`config.mk`:
```
export PLATFORM = sky130hd
export DESIGN_NAME = intrpt_host
export DESIGN_NICKNAME = d
export VERILOG_FILES = /design/src/rtl/intrpt_pkg.sv /design/src/rtl/intrpt_svc_fsm.sv /design/src/rtl/intrpt_host.sv
export SDC_FILE = /design/constraint.sdc
export NUM_CORES = 1
export LEC_CHECK = 0
export CORE_ASPECT_RATIO = 2
export CORE_MARGIN = 2
export CORE_UTILIZATION = 45
export CTS_CLUSTER_SIZE = 40
export DETAILED_ROUTE_END_ITERATION = 10
export DONT_BUFFER_PORTS = 1
export PLACE_DENSITY_LB_ADDON = 0.05
export SETUP_SLACK_MARGIN = 0.02
export SYNTH_ARGS = -nofsm -noshare
export SYNTH_HDL_FRONTEND = slang
export SYNTH_SLANG_ARGS = --single-unit
```
`constraint.sdc`:
```
create_clock -name clk -period 2.1 [get_ports clk]
set_input_delay 0.42 -clock clk [delete_from_list [all_inputs] [get_ports clk]]
set_output_delay 0.42 -clock clk [all_outputs]
set_load 0.02 [all_outputs]
```
`src/rtl/intrpt_pkg.sv`:
```
// Shared types and defaults for the interrupt host.
// Optional statistics counters: define INTRT_HOST_STATS_EN.
package intrpt_pkg;

  localparam int DEF_DATA_WIDTH = 4;
  localparam int DEF_NUM_SLAVE  = 16;
  localparam int DEF_SVC_CYCLES = 4;
  localparam int DEF_TIMEOUT    = 16;

  localparam logic [2:0] PSEL_ACTIVE = 3'b001;

  typedef enum logic [1:0] {
    APB_IDLE,
    APB_SETUP,
    APB_ACCESS
  } apb_state_e;

  typedef enum logic [1:0] {
    SVC_WAIT,
    SVC_SERVICE,
    SVC_ACK
  } svc_state_e;

endpackage

```
`src/rtl/intrpt_svc_fsm.sv`:
```
// Interrupt service sequencer: latch ID, wait SVC_CYCLES,
// pulse the one-hot clear, then hold the acknowledge.
module intrpt_svc_fsm
  import intrpt_pkg::*;
#(
  parameter int NUM_SLAVE  = DEF_NUM_SLAVE,
  parameter int SVC_CYCLES = DEF_SVC_CYCLES,
  localparam int AW = (NUM_SLAVE > 1) ? $clog2(NUM_SLAVE) : 1
) (
  input  logic                 clk,
  input  logic                 rstn,
  input  logic                 intrt_valid,
  input  logic [AW-1:0]        intrt_id,
  output logic                 intrt_servised,
  output logic [NUM_SLAVE-1:0] intrt_clear,
  output logic                 svc_busy
);

  localparam logic [NUM_SLAVE-1:0] ONE = 1;
  localparam logic [7:0] CNT_INIT = 8'(SVC_CYCLES - 1);

  svc_state_e    state;
  logic [AW-1:0] id_q;
  logic [7:0]    cnt;

  always_ff @(posedge clk or negedge rstn) begin
    if (!rstn) begin
      state          <= SVC_WAIT;
      id_q           <= '0;
      cnt            <= '0;
      intrt_clear    <= '0;
      intrt_servised <= 1'b0;
      svc_busy       <= 1'b0;
    end else begin
      intrt_clear <= '0;
      unique case (state)
        SVC_WAIT: begin
          if (intrt_valid) begin
            state    <= SVC_SERVICE;
            id_q     <= intrt_id;
            cnt      <= CNT_INIT;
            svc_busy <= 1'b1;
          end
        end
        SVC_SERVICE: begin
          if (cnt == 8'd0) begin
            state          <= SVC_ACK;
            intrt_clear    <= ONE << id_q;
            intrt_servised <= 1'b1;
          end else begin
            cnt <= cnt - 8'd1;
          end
        end
        SVC_ACK: begin
          if (!intrt_valid) begin
            state          <= SVC_WAIT;
            intrt_servised <= 1'b0;
            svc_busy       <= 1'b0;
          end
        end
        default: state <= SVC_WAIT;
      endcase
    end
  end

endmodule

```
`src/rtl/intrpt_host.sv`:
```
// Interrupt host: APB priority-register master plus service FSM.
// Optional svc_count/err_count outputs: define INTRT_HOST_STATS_EN.
module intrpt_host
  import intrpt_pkg::*;
#(
  parameter int DATA_WIDTH = DEF_DATA_WIDTH,
  parameter int NUM_SLAVE  = DEF_NUM_SLAVE,
  parameter int SVC_CYCLES = DEF_SVC_CYCLES,
  parameter int TIMEOUT    = DEF_TIMEOUT,
  localparam int AW = (NUM_SLAVE > 1) ? $clog2(NUM_SLAVE) : 1
) (
  input  logic                  clk,
  input  logic                  rstn,
  input  logic                  cfg_req,
  input  logic                  cfg_write,
  input  logic [AW-1:0]         cfg_addr,
  input  logic [DATA_WIDTH-1:0] cfg_wdata,
  output logic                  cfg_ack,
  output logic [DATA_WIDTH-1:0] cfg_rdata,
  output logic                  cfg_err,
  output logic [2:0]            psel,
  output logic                  penable,
  output logic                  pwrite,
  output logic [AW-1:0]         paddr,
  output logic [DATA_WIDTH-1:0] pwdata,
  input  logic                  pready,
  input  logic                  perror,
  input  logic [AW-1:0]         prdata,
  input  logic                  intrt_valid,
  input  logic [AW-1:0]         intrt_to_be_servised,
  output logic                  intrt_servised,
  output logic [NUM_SLAVE-1:0]  intrt_clear,
  output logic                  svc_busy
`ifdef INTRT_HOST_STATS_EN
  ,
  output logic [15:0]           svc_count,
  output logic [7:0]            err_count
`endif
);

  localparam int TW = (TIMEOUT > 1) ? $clog2(TIMEOUT) : 1;
  localparam logic [TW-1:0] TLAST = TW'(TIMEOUT - 1);

  apb_state_e            state;
  logic [TW-1:0]         tcnt;
  logic                  tmo;
  logic [DATA_WIDTH-1:0] prdata_x;

  generate
    if (AW >= DATA_WIDTH) begin : g_trunc
      assign prdata_x = prdata[DATA_WIDTH-1:0];
    end else begin : g_zext
      assign prdata_x = {{(DATA_WIDTH-AW){1'b0}}, prdata};
    end
  endgenerate

  assign tmo = !pready && (tcnt == TLAST);

  always_ff @(posedge clk or negedge rstn) begin
    if (!rstn) begin
      state     <= APB_IDLE;
      tcnt      <= '0;
      psel      <= '0;
      penable   <= 1'b0;
      pwrite    <= 1'b0;
      paddr     <= '0;
      pwdata    <= '0;
      cfg_ack   <= 1'b0;
      cfg_err   <= 1'b0;
      cfg_rdata <= '0;
    end else begin
      cfg_ack <= 1'b0;
      cfg_err <= 1'b0;
      unique case (state)
        APB_IDLE: begin
          // the ack cycle blocks a restart from the still-high request
          if (cfg_req && !cfg_ack) begin
            state  <= APB_SETUP;
            psel   <= PSEL_ACTIVE;
            pwrite <= cfg_write;
            paddr  <= cfg_addr;
            pwdata <= cfg_wdata;
          end
        end
        APB_SETUP: begin
          state   <= APB_ACCESS;
          penable <= 1'b1;
          tcnt    <= '0;
        end
        APB_ACCESS: begin
          if (pready || tmo) begin
            state   <= APB_IDLE;
            psel    <= '0;
            penable <= 1'b0;
            cfg_ack <= 1'b1;
            cfg_err <= perror | tmo;
            if (!pwrite) cfg_rdata <= prdata_x;
          end else begin
            tcnt <= tcnt + TW'(1);
          end
        end
        default: state <= APB_IDLE;
      endcase
    end
  end

  intrpt_svc_fsm #(
    .NUM_SLAVE  (NUM_SLAVE),
    .SVC_CYCLES (SVC_CYCLES)
  ) u_svc (
    .clk            (clk),
    .rstn           (rstn),
    .intrt_valid    (intrt_valid),
    .intrt_id       (intrt_to_be_servised),
    .intrt_servised (intrt_servised),
    .intrt_clear    (intrt_clear),
    .svc_busy       (svc_busy)
  );

`ifdef INTRT_HOST_STATS_EN
  always_ff @(posedge clk or negedge rstn) begin
    if (!rstn) begin
      svc_count <= '0;
      err_count <= '0;
    end else begin
      if (|intrt_clear) svc_count <= svc_count + 16'd1;
      if (cfg_ack && cfg_err && err_count != 8'hFF)
        err_count <= err_count + 8'd1;
    end
  end
`endif

endmodule
```
# Yosys cells after proc, flatten, opt, wreduce, memory -nomap -nowiden
# Index checks and enable logic that the tools add are counted.
# W data, S select, Z words.
[classes] n_reduce_logical=24 n_shift=1 n_mux=28 n_eq_ne=12 bitwise=2 n_addsub=2
[ops] op="$mux W16" count=2
[ops] op="$reduce_and A3 Y1" count=6
[ops] op="$mux W8" count=2
[ops] op="$pmux W8 S2" count=1
[ops] op="$shl A1 B4 Y16 const A" count=1
[ops] op="$ne A2 B2 Y1 const B" count=6
[ops] op="$pmux W2 S3" count=2
[ops] op="$mux W2" count=5
[ops] op="$reduce_and A2 Y1" count=5
[ops] op="$reduce_bool A2 Y1" count=5
[ops] op="$logic_not A8 Y1" count=1
[ops] op="$mux W1" count=8
[ops] op="$pmux W4 S2" count=1
[ops] op="$sub A8 B1 Y8 const B" count=1
[ops] op="$mux W3" count=2
[ops] op="$pmux W1 S2" count=3
[ops] op="$pmux W3 S2" count=1
[ops] op="$add A4 B1 Y4 const B" count=1
[ops] op="$eq A2 B1 Y1 const B" count=2
[ops] op="$eq A2 B2 Y1 const B" count=2
[ops] op="$eq A4 B4 Y1 const B" count=1
[ops] op="$logic_not A2 Y1" count=2
[ops] op="$mux W4" count=1
[ops] op="$logic_and A1 B1 Y1" count=2
[ops] op="other kinds (5)" count=6
[totals] elab_cells=85 output_inout_bits=37 register_bits=57 inputBits=23

# Longest topological paths before layout
[logic_depth] ltp_word=5 ltp_mapped=6

# Modules after synthesis
# A second synthesis with hierarchy kept.
[unflattened] cells_unflattened=197 area_unflattened_um2=2260.9
[by_module_without_submodules] mod="intrpt_svc_fsm" seq_area_each_um2=800.8 instances=1 area_each_um2=1292.5 cells_per_inst=126
[by_module_without_submodules] mod="intrpt_host" seq_area_each_um2=575.6 instances=1 area_each_um2=968.4 cells_per_inst=71

# Least setup slack after synthesis
# OpenSTA, ideal clock, no wires.
[synth_timing] kind="register to register" from="register u_svc.cnt[0]" to="register u_svc.cnt[7]" n_path_buf=0 setup_slack_ns=0.345 period_less_slack_ns=1.755 setup_time_ns=0.125 t_arrival_ns=1.630 path_stages_with_launch=7 path_cell_list="dfrtp_1 -> inv_1 -> ha_1 -> or3b_2 -> o21ai_4 -> nor4_1 -> mux2_4"
[synth_between] elab_chain_len=3
[synth_lines] item="start: declaration" line_no="intrpt_svc_fsm.sv:24" source="logic [7:0] cnt;"
[synth_lines] item="start signal: assignment" line_no="intrpt_svc_fsm.sv:51" source="cnt <= cnt - 8'd1;"
[synth_lines] item="$sub A8 B1 Y8 or $logic_not A8 Y1 (tied branches)" line_no="intrpt_svc_fsm.sv:51, intrpt_svc_fsm.sv:46"
[synth_lines] item="$mux W8 or $ne A2 B2 Y1 (tied branches)"
[synth_lines] item="$pmux W8 S2 or $reduce_and A3 Y1 (tied branches)"
# Several ways; a longest one is shown, not always the timed one. The select of a mux whose other input is x is not followed.
# A chain may end at the register's enable or synchronous reset.

# Worst setup path in the final report
[layout_timing] from="register u_svc.cnt[0]" to="register u_svc.intrt_clear[10]"
[layout_between] elab_chain_len=3
[layout_lines] item="$logic_not A8 Y1" line_no="intrpt_svc_fsm.sv:46" source="if (cnt == 8'd0) begin"
[layout_lines] item="$mux W16" line_no="intrpt_svc_fsm.sv:46"
[layout_lines] item="$mux W16" line_no="intrpt_svc_fsm.sv:36" source="unique case (state)"
[layout_lines] item="end signal: assignment" line_no="intrpt_svc_fsm.sv:48" source="intrt_clear <= ONE << id_q;"
[layout_lines] item="end: declaration" line_no="intrpt_svc_fsm.sv:15" source="output logic [NUM_SLAVE-1:0] intrt_clear,"
# Every way passes these cells.

==> results.toml <==
[status]
outcome = "completed"

[routing]
detail_route.vias_per_cell = 5.410
via_count = 1320
detailed_router_s_first_iteration_violation_count = 16
drtPass1Iterations = 2
post_route_antenna_net_violation_count = 0
wirelength_mm = 4.170
drc = 0
wl_per_cell_um = 17.09

[synth]
synth_enable_flop_cells = 0
netlist_top_cells_count = "sky130_fd_sc_hd__dfrtp_1 (55), sky130_fd_sc_hd__nor2_1 (18), sky130_fd_sc_hd__mux2_2 (17)"
yosys-top-cells-area = "sky130_fd_sc_hd__dfrtp_1 (62%), sky130_fd_sc_hd__mux2_2 (8.6%), sky130_fd_sc_hd__nor2_1 (3.0%)"
async_flop_share = 1.000
yosysTopAreaCell = "sky130_fd_sc_hd__dfrtp_1"
ys_seq_elements = 55
synth_top_flop_cell = "sky130_fd_sc_hd__dfrtp_1"
post_synth.cell_area_avg_um2 = 12.45
yosys.cell_count.top_type = "sky130_fd_sc_hd__dfrtp_1"
syn_inst = 179
synth_largest_type_area_fraction = 0.6176
seq_area_frac_synth = 0.6176
yosysWarningCount = 0
synth_area_um2 = 2228
synth.lib_cells_used.distinct = 40

[cts]
cts_num_sinks = 55
cts_post_setup_buffers_inserted = 0
clock_tree.root_cell = "sky130_fd_sc_hd__clkbuf_8"
cts_tree = "built"
cts_inserted_buffers = 5
cts-root-to-sink-buffers = 2
cts_htree_levels = 2
clock_latency_ns = 0.31
clk_transition_reported_paths_ns = 0.10

[timing]
final.period_utilization = 0.8760
report.final.setup_viol = 0
maxSlewViolCount = 0
slew_headroom = 0.6531
skew_ns = 0.01106
rsz_0062_raised_after_global_routing = "false"
final_hold_viol_count = 0
timing.final.ws_setup_ns = 0.2604
fin_setup_tns_ns = 0
max_slew.worst_pin.slew_ns = 0.5203
hold_slack_ns = 0.1763
fin_crit_ns = 1.840
maxClockFrequency_ghz = 0.5436

[die]
core_area_um2 = 4820
chipHeight_um = 103.5
rows = 36
pin_count = 60
design.die.area_um2 = 5565
floorplan.initialDensity = 0.4624
chipWidth_um = 53.76

[critical_path]
cp_max_stage_cell = "sky130_fd_sc_hd__or3b_2"
worstPathMaxFanout = 6
crit_path_cell_trace = "inv_1 > ha_1 > or3b_2 > nor2_4 > nand4_2 > nor3_1"
worstSetupStartpointType = "register"
worst_ep_required_time_ns = 2.32
crit_arrival_ns = 2.06
critPathCaptureType = "register"
path_class = "reg2reg"
critical_path.max_stage_delay_ns = 0.54

[cells_and_area]
register_area_um2 = 1376
drive_above_1_share = 0.2193
layout.filler_cells = 433
design.final.nets = 212
multi_input_area_um2 = 807.0
area.growth.synth_to_final_pct = 9.882
antenna_cells = 0

[global_route]
antenna_violations_before_repair = 0
track_usage = 0.1674
grt_max_degree = 56
grt-ovfl-total = 0
vias_in_the_first_global_route = 1465
grt_first_pass_wirelength_mm = 6.934

[min_path]
hold_class = "in2reg"

[power]
p_leak_nw = 1.107
power.density_nw_per_um2 = 1415
report.power.total_w = 0.003465
worst_vdd_ir_mv = 0.7226

[job]
maxCapViolations = 0

[placement]
gpl.final_weighted_congestion = 0.7753
post-place-ws_ns = 0.2617
detailed_place_hpwl_mm = 3.003
io_buffers = 0
## path summary, 6_finish.rpt
path,start,end,slack (ns),cells past startpoint
max,u_svc.cnt[0]$_DFFE_PN0P_,u_svc.intrt_clear[10]$_DFF_PN0_,0.26,6
min,pready,cfg_err$_DFF_PN0_,0.18,1
max reg2reg,u_svc.cnt[0]$_DFFE_PN0P_,u_svc.intrt_clear[10]$_DFF_PN0_,0.26,6
min reg2reg,u_svc.cnt[0]$_DFFE_PN0P_,u_svc.cnt[0]$_DFFE_PN0P_,0.50,1
max in group asynchronous,rstn,u_svc.intrt_clear[8]$_DFF_PN0_,1.23,2
min in group asynchronous,rstn,cfg_ack$_DFF_PN0_,0.64,2
## timing repair
action / 4_1_cts / 5_1_grt
setup endpoints to repair: 0 / 0
gates resized for setup: 0 / 0
endpoints found under the hold margin: 55 / 0
hold buffers: 2 / 0
## routing by layer
metal | vias to the layer above | track usage | routed length [um]
li1 | 631 | - | -
met1 | 652 | 0.1808 | 1509
met2 | 32 | 0.2997 | 2441
met3 | 5 | 0.03458 | 147
met4 | 0 | 0.06044 | 71
met5 | - | 0 | 0
## logic make-up (layout without fill, tap and decap cells)
logic type,count (synthesis),in the layout,synth area share
simple gates,60,60,0.1583
flops,55,55,0.6176
buf+inv,12,19,0.02470
mux,19,19,0.09713
fa+ha+maj,3,3,0.01685
other cells,1,2,0.001683
compound gates,28,28,0.07973
xor+xnor,1,1,0.003931
## sequential cells by signal, summed over array words and instances (netlist names), 2 cells and up
| signal | flops |
|---|---|
| paddr | 4 |
| state | 2 |
| tcnt | 4 |
| u_svc.intrt_clear | 16 |
| u_svc.cnt | 8 |
| pwdata | 4 |
| u_svc.state | 2 |
| u_svc.id_q | 4 |
| cfg_rdata | 4 |
## report_power, final
| part | switching [W] | internal [W] |
|---|---|---|
| combinational | 0.000456 | 0.000434 |
| sequential | 0.000496 | 0.00137 |
| clock | 0.000352 | 0.000360 |
## layout make-up
type,instances,share of cell area
multi-input cells,113,0.3296
well taps,57,0.02913
clock inverters,3,0.01891
inverters,7,0.01073
flip-flops and latches,55,0.5621
clock buffers,5,0.02810
repair buffers,4,0.02146
## stage by stage
stage,instances,instance area (um^2),utilization
after floorplan,180,2232,-
after global placement,234,2296,0.4764
after detailed placement,234,2296,0.4764
after CTS,244,2449,0.5080
after global routing,244,2449,0.5080
final,244,2449,0.5080
## placed cells by master, fill, tap and decap left out, types with 2 or more instances in the layout
cell and n:
sky130_fd_sc_hd__dfrtp_1 55, sky130_fd_sc_hd__nor2_1 18, sky130_fd_sc_hd__mux2_2 17, sky130_fd_sc_hd__o21ai_0 10, sky130_fd_sc_hd__nand2_1 8, sky130_fd_sc_hd__a21oi_1 8
sky130_fd_sc_hd__inv_1 7, sky130_fd_sc_hd__nand2b_1 6, sky130_fd_sc_hd__nor3_1 6, sky130_fd_sc_hd__clkbuf_8 5, sky130_fd_sc_hd__nand3_1 4, sky130_fd_sc_hd__nor2b_1 3
sky130_fd_sc_hd__ha_1 3, sky130_fd_sc_hd__nand4b_2 2, sky130_fd_sc_hd__or3_1 2, sky130_fd_sc_hd__o31ai_1 2, sky130_fd_sc_hd__a31oi_1 2, sky130_fd_sc_hd__conb_1 2
sky130_fd_sc_hd__buf_4 2
## worst max-delay path: cells and delay by family, from the launching register on
kind,cells,cell delay (ns)
adder cells (fa/ha/maj),1,0.14
buffers and inverters,1,0.09
flip-flops,1,0.41
AND/OR/NAND/NOR,4,1.11
Note: power is estimated with default switching activity, not from simulation.
